[config.mk]
export PLATFORM = sky130hd
export DESIGN_NAME = l15_store_adapter
export DESIGN_NICKNAME = d
export VERILOG_FILES = /design/src/rtl/l15_store_adapter.sv
export SDC_FILE = /design/constraint.sdc
export NUM_CORES = 1
export LEC_CHECK = 0
export CAP_MARGIN = 20
export CORE_UTILIZATION = 29
export DETAILED_ROUTE_END_ITERATION = 8
export SYNTH_ARGS = -nofsm -noshare
export SYNTH_HDL_FRONTEND = slang
export SYNTH_SLANG_ARGS = --single-unit
export TNS_END_PERCENT = 5
[constraint.sdc]
create_clock -name clk_i -period 1.9 [get_ports clk_i]
set_input_delay 0.285 -clock clk_i [delete_from_list [all_inputs] [get_ports clk_i]]
set_output_delay 0.285 -clock clk_i [all_outputs]
set_load 0.01 [all_outputs]
[src/rtl/l15_store_adapter.sv]
// Converts little-endian byte-enabled stores from the dcache write buffer into
// big-endian L1.5 store headers and tracks stores awaiting their return acknowledge.
module l15_store_adapter #(
    parameter int unsigned AddrWidth      = 64,
    parameter int unsigned DataWidth      = 64,
    parameter int unsigned TidWidth       = 2,
    parameter int unsigned MaxOutstanding = 7,
    parameter int unsigned CntWidth       = $clog2(MaxOutstanding + 1)
) (
    input  logic                 clk_i,
    input  logic                 rst_ni,
    input  logic                 st_valid_i,
    output logic                 st_ready_o,
    input  logic [AddrWidth-1:0] st_addr_i,
    input  logic [DataWidth-1:0] st_data_i,
    input  logic [7:0]           st_be_i,
    input  logic [TidWidth-1:0]  st_tid_i,
    output logic                 l15_val_o,
    input  logic                 l15_ack_i,
    output logic [AddrWidth-1:0] l15_address_o,
    output logic [2:0]           l15_size_o,
    output logic [DataWidth-1:0] l15_data_o,
    output logic [TidWidth-1:0]  l15_tid_o,
    input  logic                 l15_rtrn_st_ack_i,
    output logic [CntWidth-1:0]  outstanding_o,
    output logic                 idle_o,
    output logic                 err_o
);

    localparam int unsigned NumBytes = DataWidth / 8;

    typedef enum logic [0:0] {IDLE, REQ} state_e;

    state_e                 state_q, state_d;
    logic [AddrWidth-1:0]   addr_q, addr_d;
    logic [2:0]             size_q, size_d;
    logic [DataWidth-1:0]   data_q, data_d;
    logic [TidWidth-1:0]    tid_q, tid_d;
    logic [CntWidth-1:0]    cnt_q, cnt_d;
    logic                   err_q, err_d;

    logic                   be_legal;
    logic [2:0]             be_off;
    logic [2:0]             be_size;
    logic [DataWidth-1:0]   data_shift;
    logic [DataWidth-1:0]   data_rep;
    logic [DataWidth-1:0]   data_swap;
    logic                   hdr_ack;
    logic                   addr_lsb_unused;

    assign addr_lsb_unused = ^st_addr_i[2:0];

    // Classify the byte-enable pattern into a size code and lowest-lane offset
    always_comb begin
        be_legal = 1'b1;
        be_size  = 3'd0;
        be_off   = 3'd0;
        case (st_be_i)
            8'h01, 8'h02, 8'h04, 8'h08,
            8'h10, 8'h20, 8'h40, 8'h80: be_size = 3'd0;
            8'h03, 8'h0C, 8'h30, 8'hC0: be_size = 3'd1;
            8'h0F, 8'hF0:               be_size = 3'd2;
            8'hFF:                      be_size = 3'd3;
            default:                    be_legal = 1'b0;
        endcase
        for (int i = 7; i >= 0; i--) begin
            if (st_be_i[i]) begin
                be_off = 3'(i);
            end
        end
    end

    // Align selected bytes to lane 0, replicate across the word, then swap to big-endian
    always_comb begin
        data_shift = st_data_i >> {be_off, 3'b000};
        case (be_size)
            3'd0:    data_rep = {8{data_shift[7:0]}};
            3'd1:    data_rep = {4{data_shift[15:0]}};
            3'd2:    data_rep = {2{data_shift[31:0]}};
            default: data_rep = data_shift;
        endcase
        data_swap = '0;
        for (int i = 0; i < NumBytes; i++) begin
            data_swap[8*i +: 8] = data_rep[8*(NumBytes-1-i) +: 8];
        end
    end

    assign st_ready_o = (state_q == IDLE) && (cnt_q < CntWidth'(MaxOutstanding));
    assign hdr_ack    = (state_q == REQ) && l15_ack_i;

    always_comb begin
        state_d = state_q;
        addr_d  = addr_q;
        size_d  = size_q;
        data_d  = data_q;
        tid_d   = tid_q;
        cnt_d   = cnt_q;
        err_d   = 1'b0;

        case (state_q)
            IDLE: begin
                if (st_valid_i && st_ready_o) begin
                    if (be_legal) begin
                        addr_d  = {st_addr_i[AddrWidth-1:3], be_off};
                        size_d  = be_size;
                        data_d  = data_swap;
                        tid_d   = st_tid_i;
                        state_d = REQ;
                    end else begin
                        err_d = 1'b1;
                    end
                end
            end
            REQ: begin
                if (l15_ack_i) begin
                    state_d = IDLE;
                end
            end
            default: state_d = IDLE;
        endcase

        // A header ack and a return ack in the same cycle cancel out
        if (hdr_ack && !l15_rtrn_st_ack_i) begin
            cnt_d = cnt_q + CntWidth'(1);
        end else if (!hdr_ack && l15_rtrn_st_ack_i) begin
            if (cnt_q == '0) begin
                err_d = 1'b1;
            end else begin
                cnt_d = cnt_q - CntWidth'(1);
            end
        end
    end

    always_ff @(posedge clk_i or negedge rst_ni) begin
        if (!rst_ni) begin
            state_q <= IDLE;
            addr_q  <= '0;
            size_q  <= '0;
            data_q  <= '0;
            tid_q   <= '0;
            cnt_q   <= '0;
            err_q   <= 1'b0;
        end else begin
            state_q <= state_d;
            addr_q  <= addr_d;
            size_q  <= size_d;
            data_q  <= data_d;
            tid_q   <= tid_d;
            cnt_q   <= cnt_d;
            err_q   <= err_d;
        end
    end

    assign l15_val_o     = (state_q == REQ);
    assign l15_address_o = addr_q;
    assign l15_size_o    = size_q;
    assign l15_data_o    = data_q;
    assign l15_tid_o     = tid_q;
    assign outstanding_o = cnt_q;
    assign idle_o        = (state_q == IDLE) && (cnt_q == '0);
    assign err_o         = err_q;

endmodule

==> metrics.cfg <==
[sta]
worst_slack_ns=-0.328
slew_headroom_pct=65.3
fin_crit_ns=2.23
skew_ns=0.00779
rsz0062_at_grt=yes
max_freq_ghz=0.449
hold_viol_final=0
drv_slew=0
setup_viol_count_final=133
tightestPinTransition_ns=0.520
period_share_pct=117

[clocking]
max-clock-path-buffers=2
clock_latency_ns=0.42
cts_buffers=17
cts_tree=done
htree_num_levels=4
cts.sinks=137
cts-root-buf=clkbuf_16
clkTransAtPathRegs_ns=0.06

[die]
ios=283
start_util_pct=29.6
dieArea_sq_mm=0.0282
num_rows=60
coreArea_sq_mm=0.0270
die_x_microns=168
die_h_microns=168

[yosys]
synth_edf_count=0
netlist_instances=955
ys.flop_type=dfrtp_1
synth_nets=1101
netlist.area_leader.share_pct=43.0
yosys_warnings=0
syn_avg_cell_area_sq_um=8.35
synth.distinct_cells=70
ys_seq_area_share_pct=43.0
ys_top_cells_by_area=dfrtp_1, nand2_1, mux2i_1
yosysTopAreaCell=dfrtp_1
ys_ff_latch=137
synth_area_sq_mm=0.00798
ys_async_sr_fraction_pct=100

[worst_setup_path]
crit_family=multiplexers
crit_top_cell=mux2_4
rr_worst_depth=8
timing.rr.end=l15_data_o[34]
crit_path_end=l15_data_o[17]
regToRegSetupSlack_ns=0.10
arrival_ns=2.58
worst-path-stages=11
cpPeakStageDelay_ns=0.55
critical_path.endpoint_type=flop
start_kind=input pin
cpMaxStageDelayCell=or4_4
r2r-start=l15_val_o
path_class=input pin to flop
path_buf_inv=4
cp_cell_sequence=buf_6 -> buf_6 -> or4_4 -> nor2_4 -> buf_12 -> buf_12 -> mux2i_1 -> mux2_4 -> mux2_4 -> mux2_4 -> o21ai_2
critPathLaunch=st_be_i[3]
crit_fanout=7
required_ns=2.25

[outcome]
violations=setup timing
run_status=complete, but fails checks

[routing]
totalWireLength_microns=35800
wl_per_cell_microns=19.6
first_pass_iters=6
num_vias=9458
via_per_inst=5.18
drc=0
drtIter0Drc=749
antenna_left=0

[flow_run]
max_cap_violations=0

[placed_design]
dp_hpwl_microns=27200
io_buffers=278
dp_slack_ns=-1.28
globalplace.congestion=0.939

[cells_and_area]
nets=1618
fill_cells=2404
drive_above_1_share_pct=31.4
area_growth_pct=88.2
final_util_pct=55.7

[global_routing]
grt_pass1_wl_microns=53900
grt_usage_pct=25.0
antenna_found_initial=1
grt_pass1_vias=9511
overflow=0
grt_max_degree=42

[power]
peakVddDrop_mv=0.618
powerDensity_mw_per_mm2=1040
p_leak_uw=0.00664

[worst_hold_path]
holdCritPathClass=input pin to asynchronous set/reset pin

## flip-flops by register name, summed over array words and instances (netlist names)
| name | count |
|---|---|
| l15_address_o | 64 |
| l15_data_o | 64 |
| outstanding_o | 3 |
| l15_size_o | 2 |
| l15_tid_o | 2 |
| err_o | 1 |
| l15_val_o | 1 |
## layout make-up
cell class | instances | area (sq um) | area share, %
timing repair buffer | 570 | 5570 | 37.1
multi-input combinational | 742 | 4990 | 33.2
sequential | 137 | 3430 | 22.8
tap | 341 | 427 | 2.84
clock buffer | 17 | 425 | 2.83
clock inverter | 15 | 156 | 1.04
inverter | 4 | 15.0 | 0.100
antenna | 1 | 2.50 | 0.0167
## metal layers
layer,GRT usage (%),up-vias,wire length (microns)
met3,4.82,84,2590
met4,13.3,0,1760
met5,0,-,0
met2,40.1,432,16400
met1,31.8,4509,15100
li1,-,4433,-
## power by group
part	total (uW)	switching, uW	internal (uW)
Combinational	7310	3210	4100
Clock	3300	1440	1860
Sequential	5060	790	4270
Total	15700	5440	10200
## cells in the mapped netlist (all sizes together), types with 10 or more instances
master,number
nand2,293
dfrtp,137
nor2,63
o21ai,58
mux2i,51
a21oi,46
buf,44
clkbuf,28
a31oi,18
nor3,18
a211oi,17
a22oi,14
mux2,14
nand3,14
nand4,12
o22ai,12
and3,10
## layout by cell type, fill, tap and decap left out, types with 5 or more instances in the layout
cell	instances
nand2_1	283
clkdlybuf4s50_1	267
buf_4	221
dfrtp_1	137
nor2_1	58
mux2i_1	40
a21oi_1	37
buf_6	36
o21ai_1	24
buf_12	23
o21ai_0	22
clkbuf_16	21
a31oi_1	16
nand4_1	12
nor3_1	12
nand3_1	11
a22oi_1	11
o21ai_2	10
a211oi_2	10
and3_1	9
o22ai_1	8
a21oi_2	8
mux2_2	7
mux2_4	7
buf_8	7
nand2_2	6
mux2i_2	6
a2111oi_4	6
inv_6	6
nor3_2	5
or2_2	5
mux2i_4	5
buf_2	5
## timing repair
action	4_1_cts	5_1_grt
pin swaps	37	36
buffers inserted	18	10
resized for setup	154	96
hold buffers	1	0
gates cloned	4	5
endpoints found under the setup margin	136	135
hold endpoints to repair	38	0
## through the flow
stage	cell area [sq um]	TNS (ns)	power (uW)	std cells	hold WS, ns
after global placement	13100	-159.34	11900	1758	0.239
after CTS	14500	-24.08	15600	1812	0.370
after floorplan	8040	-52.28	7490	955	-0.0106
after detailed placement	13100	-158.27	12000	1758	0.240
final	15000	-21.08	15700	1827	0.368
after global routing	15000	-27.50	16600	1827	0.381
## logic make-up after synthesis
| kind of cell | synth area share [%] |
|---|---|
| muxes | 8.42 |
| adders and majority gates | 0.564 |
| DFF | 43.0 |
| buffers and inverters | 4.61 |
| xor gates and xnor gates | 0.220 |
| other | 0.0470 |
| AOI/OAI and AO/OA | 18.6 |
| and+or+nand+nor | 24.5 |
## how the worst min path moves through the flow
stage / startpoint / endpoint
global placement: rst_ni / l15_address_o[51]
finish: rst_ni / l15_address_o[51]
global route: st_addr_i[34] / l15_address_o[34]
CTS: rst_ni / l15_address_o[51]
floorplan: rst_ni / err_o
detailed placement: rst_ni / l15_address_o[51]
No activity file was read; power rests on OpenSTA's default activity.
